==> src/rtl/ysyx_22051013_axi_arb_pkg.sv <==
// Shared definitions for the AXI4-lite N-to-1 arbiter: response codes,
// FSM state encoding and default bus widths.
package ysyx_22051013_axi_arb_pkg;

    localparam int ADDR_W_DEF = 32;
    localparam int DATA_W_DEF = 64;

    localparam logic [1:0] RESP_OKAY   = 2'b00;
    localparam logic [1:0] RESP_EXOKAY = 2'b01;
    localparam logic [1:0] RESP_SLVERR = 2'b10;
    localparam logic [1:0] RESP_DECERR = 2'b11;

    typedef enum logic [2:0] {
        ST_IDLE,
        ST_RD_ADDR,
        ST_RD_DATA,
        ST_WR_ADDR,
        ST_WR_RESP
    } arb_state_e;

endpackage

==> src/rtl/ysyx_22051013_rr_arb.sv <==
// Combinational request picker: round-robin from ptr by default, or fixed
// lowest-index priority when YSYX_22051013_AXI_ARB_FIXED_PRIO_EN is defined.
module ysyx_22051013_rr_arb #(
    parameter int NUM_CH = 2,
    parameter int IDX_W  = $clog2(NUM_CH)
) (
    input  logic [NUM_CH-1:0] req,
    input  logic [IDX_W-1:0]  ptr,
    output logic [NUM_CH-1:0] gnt_oh,
    output logic [IDX_W-1:0]  gnt_idx,
    output logic              gnt_any
);

`ifdef YSYX_22051013_AXI_ARB_FIXED_PRIO_EN
    logic unused_ptr;
    assign unused_ptr = ^ptr;
`endif

    always_comb begin
        int idx;
        idx     = 0;
        gnt_oh  = '0;
        gnt_idx = '0;
        gnt_any = 1'b0;
        for (int k = 0; k < NUM_CH; k++) begin
`ifdef YSYX_22051013_AXI_ARB_FIXED_PRIO_EN
            idx = k;
`else
            idx = int'(ptr) + k;
            if (idx >= NUM_CH) idx = idx - NUM_CH;
`endif
            if (!gnt_any && req[idx]) begin
                gnt_any     = 1'b1;
                gnt_oh[idx] = 1'b1;
                gnt_idx     = IDX_W'(idx);
            end
        end
    end

endmodule

==> src/rtl/ysyx_22051013_axi_arb.sv <==
// N-to-1 AXI4-lite arbiter, one transaction in flight, payload latched at grant.
// Define YSYX_22051013_AXI_ARB_FIXED_PRIO_EN for fixed priority instead of round-robin.
module ysyx_22051013_axi_arb
    import ysyx_22051013_axi_arb_pkg::*;
#(
    parameter int NUM_CH = 2,
    parameter int ADDR_W = ADDR_W_DEF,
    parameter int DATA_W = DATA_W_DEF,
    parameter int STRB_W = DATA_W / 8
) (
    input  logic                     clk,
    input  logic                     rst,
    input  logic [NUM_CH*ADDR_W-1:0] s_ar_addr,
    input  logic [NUM_CH-1:0]        s_ar_valid,
    output logic [NUM_CH-1:0]        s_ar_ready,
    output logic [DATA_W-1:0]        s_r_data,
    output logic [1:0]               s_r_resp,
    output logic [NUM_CH-1:0]        s_r_valid,
    input  logic [NUM_CH-1:0]        s_r_ready,
    input  logic [NUM_CH*ADDR_W-1:0] s_aw_addr,
    input  logic [NUM_CH-1:0]        s_aw_valid,
    output logic [NUM_CH-1:0]        s_aw_ready,
    input  logic [NUM_CH*DATA_W-1:0] s_w_data,
    input  logic [NUM_CH*STRB_W-1:0] s_w_strb,
    input  logic [NUM_CH-1:0]        s_w_valid,
    output logic [NUM_CH-1:0]        s_w_ready,
    output logic [1:0]               s_b_resp,
    output logic [NUM_CH-1:0]        s_b_valid,
    input  logic [NUM_CH-1:0]        s_b_ready,
    output logic [ADDR_W-1:0]        m_ar_addr,
    output logic                     m_ar_valid,
    input  logic                     m_ar_ready,
    input  logic [DATA_W-1:0]        m_r_data,
    input  logic [1:0]               m_r_resp,
    input  logic                     m_r_valid,
    output logic                     m_r_ready,
    output logic [ADDR_W-1:0]        m_aw_addr,
    output logic                     m_aw_valid,
    input  logic                     m_aw_ready,
    output logic [DATA_W-1:0]        m_w_data,
    output logic [STRB_W-1:0]        m_w_strb,
    output logic                     m_w_valid,
    input  logic                     m_w_ready,
    input  logic [1:0]               m_b_resp,
    input  logic                     m_b_valid,
    output logic                     m_b_ready
);

    localparam int IDX_W = $clog2(NUM_CH);

    arb_state_e          state_q, state_d;
    logic [IDX_W-1:0]    g_q, g_d;
    logic [ADDR_W-1:0]   addr_q, addr_d;
    logic [DATA_W-1:0]   w_data_q, w_data_d;
    logic [STRB_W-1:0]   w_strb_q, w_strb_d;
    logic                aw_done_q, aw_done_d;
    logic                w_done_q, w_done_d;
    logic [IDX_W-1:0]    arb_ptr;
    logic [NUM_CH-1:0]   req;
    logic [NUM_CH-1:0]   gnt_oh;
    logic [IDX_W-1:0]    gnt_idx;
    logic                gnt_any;

`ifdef YSYX_22051013_AXI_ARB_FIXED_PRIO_EN
    assign arb_ptr = '0;
`else
    logic [IDX_W-1:0]    ptr_q, ptr_d;
    logic [IDX_W-1:0]    ptr_next;
    assign arb_ptr  = ptr_q;
    assign ptr_next = (g_q == IDX_W'(NUM_CH - 1)) ? '0 : g_q + IDX_W'(1);
`endif

    // A write only counts as a request once both address and data are offered.
    assign req = s_ar_valid | (s_aw_valid & s_w_valid);

    ysyx_22051013_rr_arb #(
        .NUM_CH (NUM_CH),
        .IDX_W  (IDX_W)
    ) u_rr_arb (
        .req     (req),
        .ptr     (arb_ptr),
        .gnt_oh  (gnt_oh),
        .gnt_idx (gnt_idx),
        .gnt_any (gnt_any)
    );

    assign m_ar_addr  = addr_q;
    assign m_aw_addr  = addr_q;
    assign m_w_data   = w_data_q;
    assign m_w_strb   = w_strb_q;
    assign m_ar_valid = (state_q == ST_RD_ADDR);
    assign m_aw_valid = (state_q == ST_WR_ADDR) && !aw_done_q;
    assign m_w_valid  = (state_q == ST_WR_ADDR) && !w_done_q;
    assign s_r_data   = m_r_data;
    assign s_r_resp   = m_r_resp;
    assign s_b_resp   = m_b_resp;

    always_comb begin
        state_d    = state_q;
        g_d        = g_q;
        addr_d     = addr_q;
        w_data_d   = w_data_q;
        w_strb_d   = w_strb_q;
        aw_done_d  = aw_done_q;
        w_done_d   = w_done_q;
`ifndef YSYX_22051013_AXI_ARB_FIXED_PRIO_EN
        ptr_d      = ptr_q;
`endif
        s_ar_ready = '0;
        s_aw_ready = '0;
        s_w_ready  = '0;
        s_r_valid  = '0;
        s_b_valid  = '0;
        m_r_ready  = 1'b0;
        m_b_ready  = 1'b0;
        case (state_q)
            ST_IDLE: begin
                // rst gating keeps the ready pulses quiet while reset is held.
                if (rst && gnt_any) begin
                    g_d       = gnt_idx;
                    aw_done_d = 1'b0;
                    w_done_d  = 1'b0;
                    if (s_ar_valid[gnt_idx]) begin
                        s_ar_ready = gnt_oh;
                        addr_d     = s_ar_addr[gnt_idx*ADDR_W +: ADDR_W];
                        state_d    = ST_RD_ADDR;
                    end else begin
                        s_aw_ready = gnt_oh;
                        s_w_ready  = gnt_oh;
                        addr_d     = s_aw_addr[gnt_idx*ADDR_W +: ADDR_W];
                        w_data_d   = s_w_data[gnt_idx*DATA_W +: DATA_W];
                        w_strb_d   = s_w_strb[gnt_idx*STRB_W +: STRB_W];
                        state_d    = ST_WR_ADDR;
                    end
                end
            end
            ST_RD_ADDR: begin
                if (m_ar_ready) state_d = ST_RD_DATA;
            end
            ST_RD_DATA: begin
                s_r_valid[g_q] = m_r_valid;
                m_r_ready      = s_r_ready[g_q];
                if (m_r_valid && s_r_ready[g_q]) begin
`ifndef YSYX_22051013_AXI_ARB_FIXED_PRIO_EN
                    ptr_d = ptr_next;
`endif
                    state_d = ST_IDLE;
                end
            end
            ST_WR_ADDR: begin
                aw_done_d = aw_done_q | m_aw_ready;
                w_done_d  = w_done_q | m_w_ready;
                if (aw_done_d && w_done_d) state_d = ST_WR_RESP;
            end
            ST_WR_RESP: begin
                s_b_valid[g_q] = m_b_valid;
                m_b_ready      = s_b_ready[g_q];
                if (m_b_valid && s_b_ready[g_q]) begin
`ifndef YSYX_22051013_AXI_ARB_FIXED_PRIO_EN
                    ptr_d = ptr_next;
`endif
                    state_d = ST_IDLE;
                end
            end
            default: state_d = ST_IDLE;
        endcase
    end

    always_ff @(posedge clk or negedge rst) begin
        if (!rst) begin
            state_q   <= ST_IDLE;
            g_q       <= '0;
            addr_q    <= '0;
            w_data_q  <= '0;
            w_strb_q  <= '0;
            aw_done_q <= 1'b0;
            w_done_q  <= 1'b0;
`ifndef YSYX_22051013_AXI_ARB_FIXED_PRIO_EN
            ptr_q     <= '0;
`endif
        end else begin
            state_q   <= state_d;
            g_q       <= g_d;
            addr_q    <= addr_d;
            w_data_q  <= w_data_d;
            w_strb_q  <= w_strb_d;
            aw_done_q <= aw_done_d;
            w_done_q  <= w_done_d;
`ifndef YSYX_22051013_AXI_ARB_FIXED_PRIO_EN
            ptr_q     <= ptr_d;
`endif
        end
    end

endmodule

==> config.mk <==
export PLATFORM = sky130hd
export DESIGN_NAME = ysyx_22051013_axi_arb
export DESIGN_NICKNAME = d
export VERILOG_FILES = /design/src/rtl/ysyx_22051013_axi_arb_pkg.sv /design/src/rtl/ysyx_22051013_rr_arb.sv /design/src/rtl/ysyx_22051013_axi_arb.sv
export SDC_FILE = /design/constraint.sdc
export NUM_CORES = 1
export LEC_CHECK = 0
export CAP_MARGIN = 20
export CORE_AREA = 2 2 222 224
export DETAILED_ROUTE_END_ITERATION = 10
export DIE_AREA = 0 0 224 226
export HOLD_SLACK_MARGIN = 0.05
export PLACE_DENSITY = 0.54
export SETUP_SLACK_MARGIN = 0.2
export SLEW_MARGIN = 20
export SYNTH_ARGS = -nofsm -noshare
export SYNTH_HDL_FRONTEND = slang
export SYNTH_SLANG_ARGS = --single-unit
==> constraint.sdc <==
create_clock -name clk -period 2.8 [get_ports clk]
set_input_delay 0.56 -clock clk [delete_from_list [all_inputs] [get_ports clk]]
set_output_delay 0.56 -clock clk [all_outputs]
set_load 0.01 [all_outputs]
## After elaboration in Yosys (flattened, before gate mapping)

Cells that the tools add are included.

- Bits in registers: 111
- Input bits: 357
- Output and inout bits: 219
- Logic and storage cells: 114

- Add/sub/neg operators: 4
- $lt $le $gt $ge: 9
- Equality and inequality tests: 9
- Shifts and indexed selects: 4
- Muxes and demuxes: 51
- Bitwise operators: 8
- Reductions and logical operators: 21

Operators by type and width:

| kind | number |
|---|---|
| $shiftx A128 B8 Y64 | 1 |
| $shiftx A64 B7 Y32 | 2 |
| $mux W32 | 3 |
| $ge A32 B1 Y1 const B | 2 |
| $lt A32 B3 Y1 const B | 2 |
| $ge A32 B3 Y1 const B | 1 |
| $sub A32 B3 Y32 const B | 1 |
| $mux W1 | 25 |
| $mux W2 | 11 |
| $shiftx A16 B5 Y8 | 1 |
| $mux W3 | 5 |
| $pmux W3 S5 | 1 |
| $logic_and A1 B1 Y1 | 10 |
| $and A2 B2 Y2 | 3 |
| $eq A3 B2 Y1 const B | 2 |
| $ne A2 B2 Y1 const B | 3 |
| $pmux W1 S2 | 3 |
| $reduce_and A3 Y1 | 2 |
| $reduce_and A5 Y1 | 1 |
| $lt A1 B2 Y1 const B | 2 |
| $ne A2 B1 Y1 const B | 2 |
| $or A2 B2 Y2 | 2 |
| $reduce_and A2 Y1 | 2 |
| $reduce_bool A2 Y1 | 2 |
| 12 further kinds | 17 |

## Depth between registers and ports, before layout

- Depth in word-level cells: 14
- Mapped depth: 8
- Depth with buffers taken out: 4

## By module

A second synthesis with hierarchy kept.

- Cell total of the unflattened synthesis: 576
- Area, all modules: 7269.5 µm²

By module, submodules not included:

| module | times used | cells each | area each (µm²) | sequential area each (µm²) |
|---|---|---|---|---|
| ysyx_22051013_axi_arb | 1 | 571 | 7236.9 | 2777.7 |
| ysyx_22051013_rr_arb | 1 | 5 | 32.5 | 0.0 |

## Worst setup path before layout

Ideal clock, no wire load.

- Path type: input -> output
- Start point: in s_ar_valid[0]
- End point: out s_w_ready[1]
- Arrival: 1.946 ns
- Data required time: 2.240 ns
- Setup slack: 0.294 ns
- Cell stages on the path: 8
- Buffers on the path: 5
- Cell sequence: buf_6 -> a21oi_4 -> o21ai_2 -> buf_6 -> buf_2 -> buf_2 -> nor3_1 -> buf_4

- Word-level cells in the longest chain between the ends: 13
- Elaborated cells between the ends (all ways): 22
- Those cells by class: 17 x mux; 2 x bitwise; 3 x reduce/logical

Ends and longest elaborated chain:

| element | line | text |
|---|---|---|
| start, declared | ysyx_22051013_axi_arb.sv:14 | `input logic [NUM_CH-1:0] s_ar_valid,` |
| $or A2 B2 Y2 | ysyx_22051013_axi_arb.sv:74 | `assign req = s_ar_valid \| (s_aw_valid & s_w_valid);` |
| $mux W1 (not written as such) (3 in series) | ysyx_22051013_rr_arb.sv:32 | `if (!gnt_any && req[idx]) begin` |
| $mux W1 | ysyx_22051013_rr_arb.sv:32 |  |
| $logic_not A1 Y1 | ysyx_22051013_rr_arb.sv:32 |  |
| $logic_and A1 B1 Y1 | ysyx_22051013_rr_arb.sv:32 |  |
| $mux W1 | ysyx_22051013_rr_arb.sv:32 |  |
| $mux W1 (not written as such) (2 in series) | ysyx_22051013_axi_arb.sv:123 | `if (s_ar_valid[gnt_idx]) begin` |
| $mux W2 | n/a |  |
| $mux W2 (*) (2 in series) | n/a |  |
| end, declared | ysyx_22051013_axi_arb.sv:26 | `output logic [NUM_CH-1:0] s_w_ready,` |

Every way passes the cells marked *; elsewhere a longest branch is shown, timed or not. The select of a mux whose other input is x is not followed.

## Worst setup path in the final report

- Start point: in s_aw_valid[1]
- End point: out s_aw_ready[1]

- Word-level cells in the longest chain between the ends: 14
- Elaborated cells between the ends (all ways): 23
- Those cells by class: 17 x mux; 3 x bitwise; 3 x reduce/logical

Ends and longest elaborated chain:

| element | line | text |
|---|---|---|
| start, declared | ysyx_22051013_axi_arb.sv:21 | `input logic [NUM_CH-1:0] s_aw_valid,` |
| $and A2 B2 Y2 (*) | ysyx_22051013_axi_arb.sv:74 |  |
| $or A2 B2 Y2 (*) | ysyx_22051013_axi_arb.sv:74 |  |
| $mux W1 (not written as such) (3 in series) | ysyx_22051013_rr_arb.sv:32 |  |
| $mux W1 | ysyx_22051013_rr_arb.sv:32 |  |
| $logic_not A1 Y1 | ysyx_22051013_rr_arb.sv:32 |  |
| $logic_and A1 B1 Y1 | ysyx_22051013_rr_arb.sv:32 |  |
| $mux W1 | ysyx_22051013_rr_arb.sv:32 |  |
| $mux W1 (not written as such) (2 in series) | ysyx_22051013_axi_arb.sv:123 |  |
| $mux W2 | ysyx_22051013_axi_arb.sv:123 |  |
| $mux W2 (*) | ysyx_22051013_axi_arb.sv:119 | `if (rst && gnt_any) begin` |
| $mux W2 (*) | ysyx_22051013_axi_arb.sv:116 | `case (state_q)` |
| end, declared | ysyx_22051013_axi_arb.sv:22 | `output logic [NUM_CH-1:0] s_aw_ready,` |

Marked as above.

==> impl_metrics.toml <==
[worst_setup_path]
endpoint_kind = "output port"
crit_type = "in -> out"
rr_worst_depth = 6
reg2reg_to = "m_ar_addr[0]"
path_max_fanout = 3
r2r_slack_ps = 510
crit_end = "s_aw_ready[1]"
crit_required_ps = 2240
cp-start-kind = "primary input"
regToRegStartpoint = "state_q[1]"
startpoint = "s_aw_valid[1]"
worst_ep_arrival_time_ps = 1980

[clocking]
cts_tree = "yes"
cts_max_path_buffers = 2
clkSlewWorstSetupHoldPaths_ps = 90
clock_latency_ps = 390
cts_root_buffer = "clkbuf_16"
hold_buffers = 0
htreeDepth = 3
clock_sinks = 111
cts_buffers = 9

[routing]
via_per_inst = 4.37
routedWlPerCell_um = 20.3
drt_iter0_markers = 239
final_antenna_net_count = 0
first_pass_iters = 5
drc = 0
num_vias = 7439
finalWirelength_mm = 34.5

[synth]
synth-seq-cells = 111
ys_warn_count = 0
synth_top_area_share_pct = 34.9
synth.avg_cell_area_sq_um = 10.6
ys_top_cells_by_area = "dfrtp_1 (35%), mux2_4 (13%), mux2_2 (10%)"
synth.top_cells.by_count = "dfrtp_1 (111), buf_4 (104), mux2_2 (73)"
synth_area_sq_um = 7960
yosysSeqAreaShare_pct = 34.9
ys_types = 40
synthFlopType = "dfrtp_1"
synth_edf_count = 0
syn-num-nets = 1111
ys_async_sr_fraction_pct = 100
syn_inst = 754
yosysTopAreaCell = "dfrtp_1"
yosys.cell_count.top_type = "dfrtp_1"

[grt]
grt_usage_pct = 13.2
grt_pass1_wl_mm = 49.2
antenna_found_initial = 5
overflow = 0
grt_pass1_vias = 7848
grt_max_degree = 67

[die]
fp.dieArea_sq_um = 50600
core_area_sq_um = 48300
io_pins = 576
dieHeight_um = 226
row_count = 81
start_util_pct = 16.5
die-width_um = 224

[sta]
finalHoldViolations = 0
worst_pin_slew_ps = 885
clock_skew_ps = 15.2
slew_violations = 0
setup_ws_ps = 263
period_share_pct = 90.6
finalSetupViolCount = 0
slew-limit-headroom_pct = 41.0
post-route-min-period_ps = 2540
rsz0062_at_grt = "false"
max_freq_mhz = 394

[power]
power_mw = 10.6
leakage_nw = 4.80
power.density_nw_per_um2 = 831
vdd_drop_max_v = 0.000368

[place]
place_congestion = 0.754
io_buffers = 439
post-place-ws_ps = -302
dp_hpwl_mm = 25.8

[finish]
layout-drive-gt1-share_pct = 21.3
area_growth_pct = 60.5
fill_cells = 5168
nets = 1430

[worst_hold_path]
worstHoldPathType = "in -> async"

[status]
status = "finished clean"

[job]
maxCapViolCount = 0
-- layout by cell type, fill, tap and decap left out, types with 27 or more instances in the layout --
master / count
nor4bb_1: 33
mux2_4: 70
o22ai_1: 32
clkdlybuf4s50_1: 421
dfrtp_1: 109
mux2_2: 73
o221ai_1: 33
o21ai_1: 27
nor2_1: 40
a31oi_1: 33
nor3_1: 34
o32ai_1: 32
buf_4: 36
-- per-layer routing --
layer | vias up | track usage, % | routed length (um)
met5 | - | 0 | 27
met2 | 388 | 22.6 | 16700
li1 | 3400 | - | -
met4 | 4 | 5.70 | 1070
met3 | 65 | 5.52 | 3300
met1 | 3582 | 14.3 | 13300
-- stage by stage --
| step | cell area, sq um | util [%] | setup TNS (ps) | std cells | hold slack (ps) |
|---|---|---|---|---|---|
| after floorplan | 7960 | - | 0 | 754 | 264 |
| after global placement | 12400 | 25.7 | -1180 | 1681 | 476 |
| after detailed placement | 12400 | 25.7 | -1110 | 1681 | 483 |
| after CTS | 12800 | 26.4 | 0 | 1699 | 399 |
| after global routing | 12800 | 26.4 | 0 | 1701 | 435 |
| final | 12800 | 26.4 | 0 | 1702 | 391 |
-- logic make-up after synthesis --
family / synth area share [%]
compound gates: 16.5
buf+inv: 14.6
flops: 34.9
mux: 23.9
simple gates: 10.1
-- worst min path at each step --
| stage | end | slack, ps |
|---|---|---|
| after CTS | m_ar_addr[29] | 400 |
| after global routing | state_q[1] | 430 |
| final | state_q[1] | 390 |
| after floorplan | arb_ptr | 260 |
| after global placement | m_w_data[0] | 480 |
| after detailed placement | m_w_strb[6] | 480 |
-- sequential cells by signal, summed over array words and instances (netlist names) --
| name | flops |
|---|---|
| m_w_strb | 8 |
| arb_ptr | 1 |
| m_ar_addr | 32 |
| w_done_q | 1 |
| state_q | 3 |
| m_w_data | 64 |
| aw_done_q | 1 |
| g_q | 1 |
-- worst max-delay path, stage by stage --
cell and delay, ps:
clkdlybuf4s50_1 420, buf_4 150, a21o_4 220, buf_12 130
o21ai_4 150, nor3_2 60, buf_4 170, buf_2 130
-- where the power goes --
group          internal [mW]  leakage, nW  switching, mW
Combinational           3.67         3.37           2.49
Sequential              2.39         1.29          0.660
Clock                  0.645        0.150          0.767
Total                   6.71         4.80           3.91
-- cell type report --
class	instances	area, sq um	area share (%)
Timing Repair Buffer	485	4800	37.6
Sequential cell	111	2780	21.8
Inverter	3	11.3	0.0881
Clock inverter	7	83.8	0.656
Tap cell	622	778	6.09
Multi-Input combinational cell	463	4090	32.0
Antenna cell	2	5.00	0.0392
Clock buffer	9	225	1.76
-- repair_timing --
| action | 4_1_cts | 5_1_grt |
|---|---|---|
| gates resized for setup | 33 | 5 |
| endpoints found under the setup margin | 13 | 5 |
| setup buffers | 2 | 1 |
| pin swaps | 7 | 0 |
(Power assumes the default switching activity.)
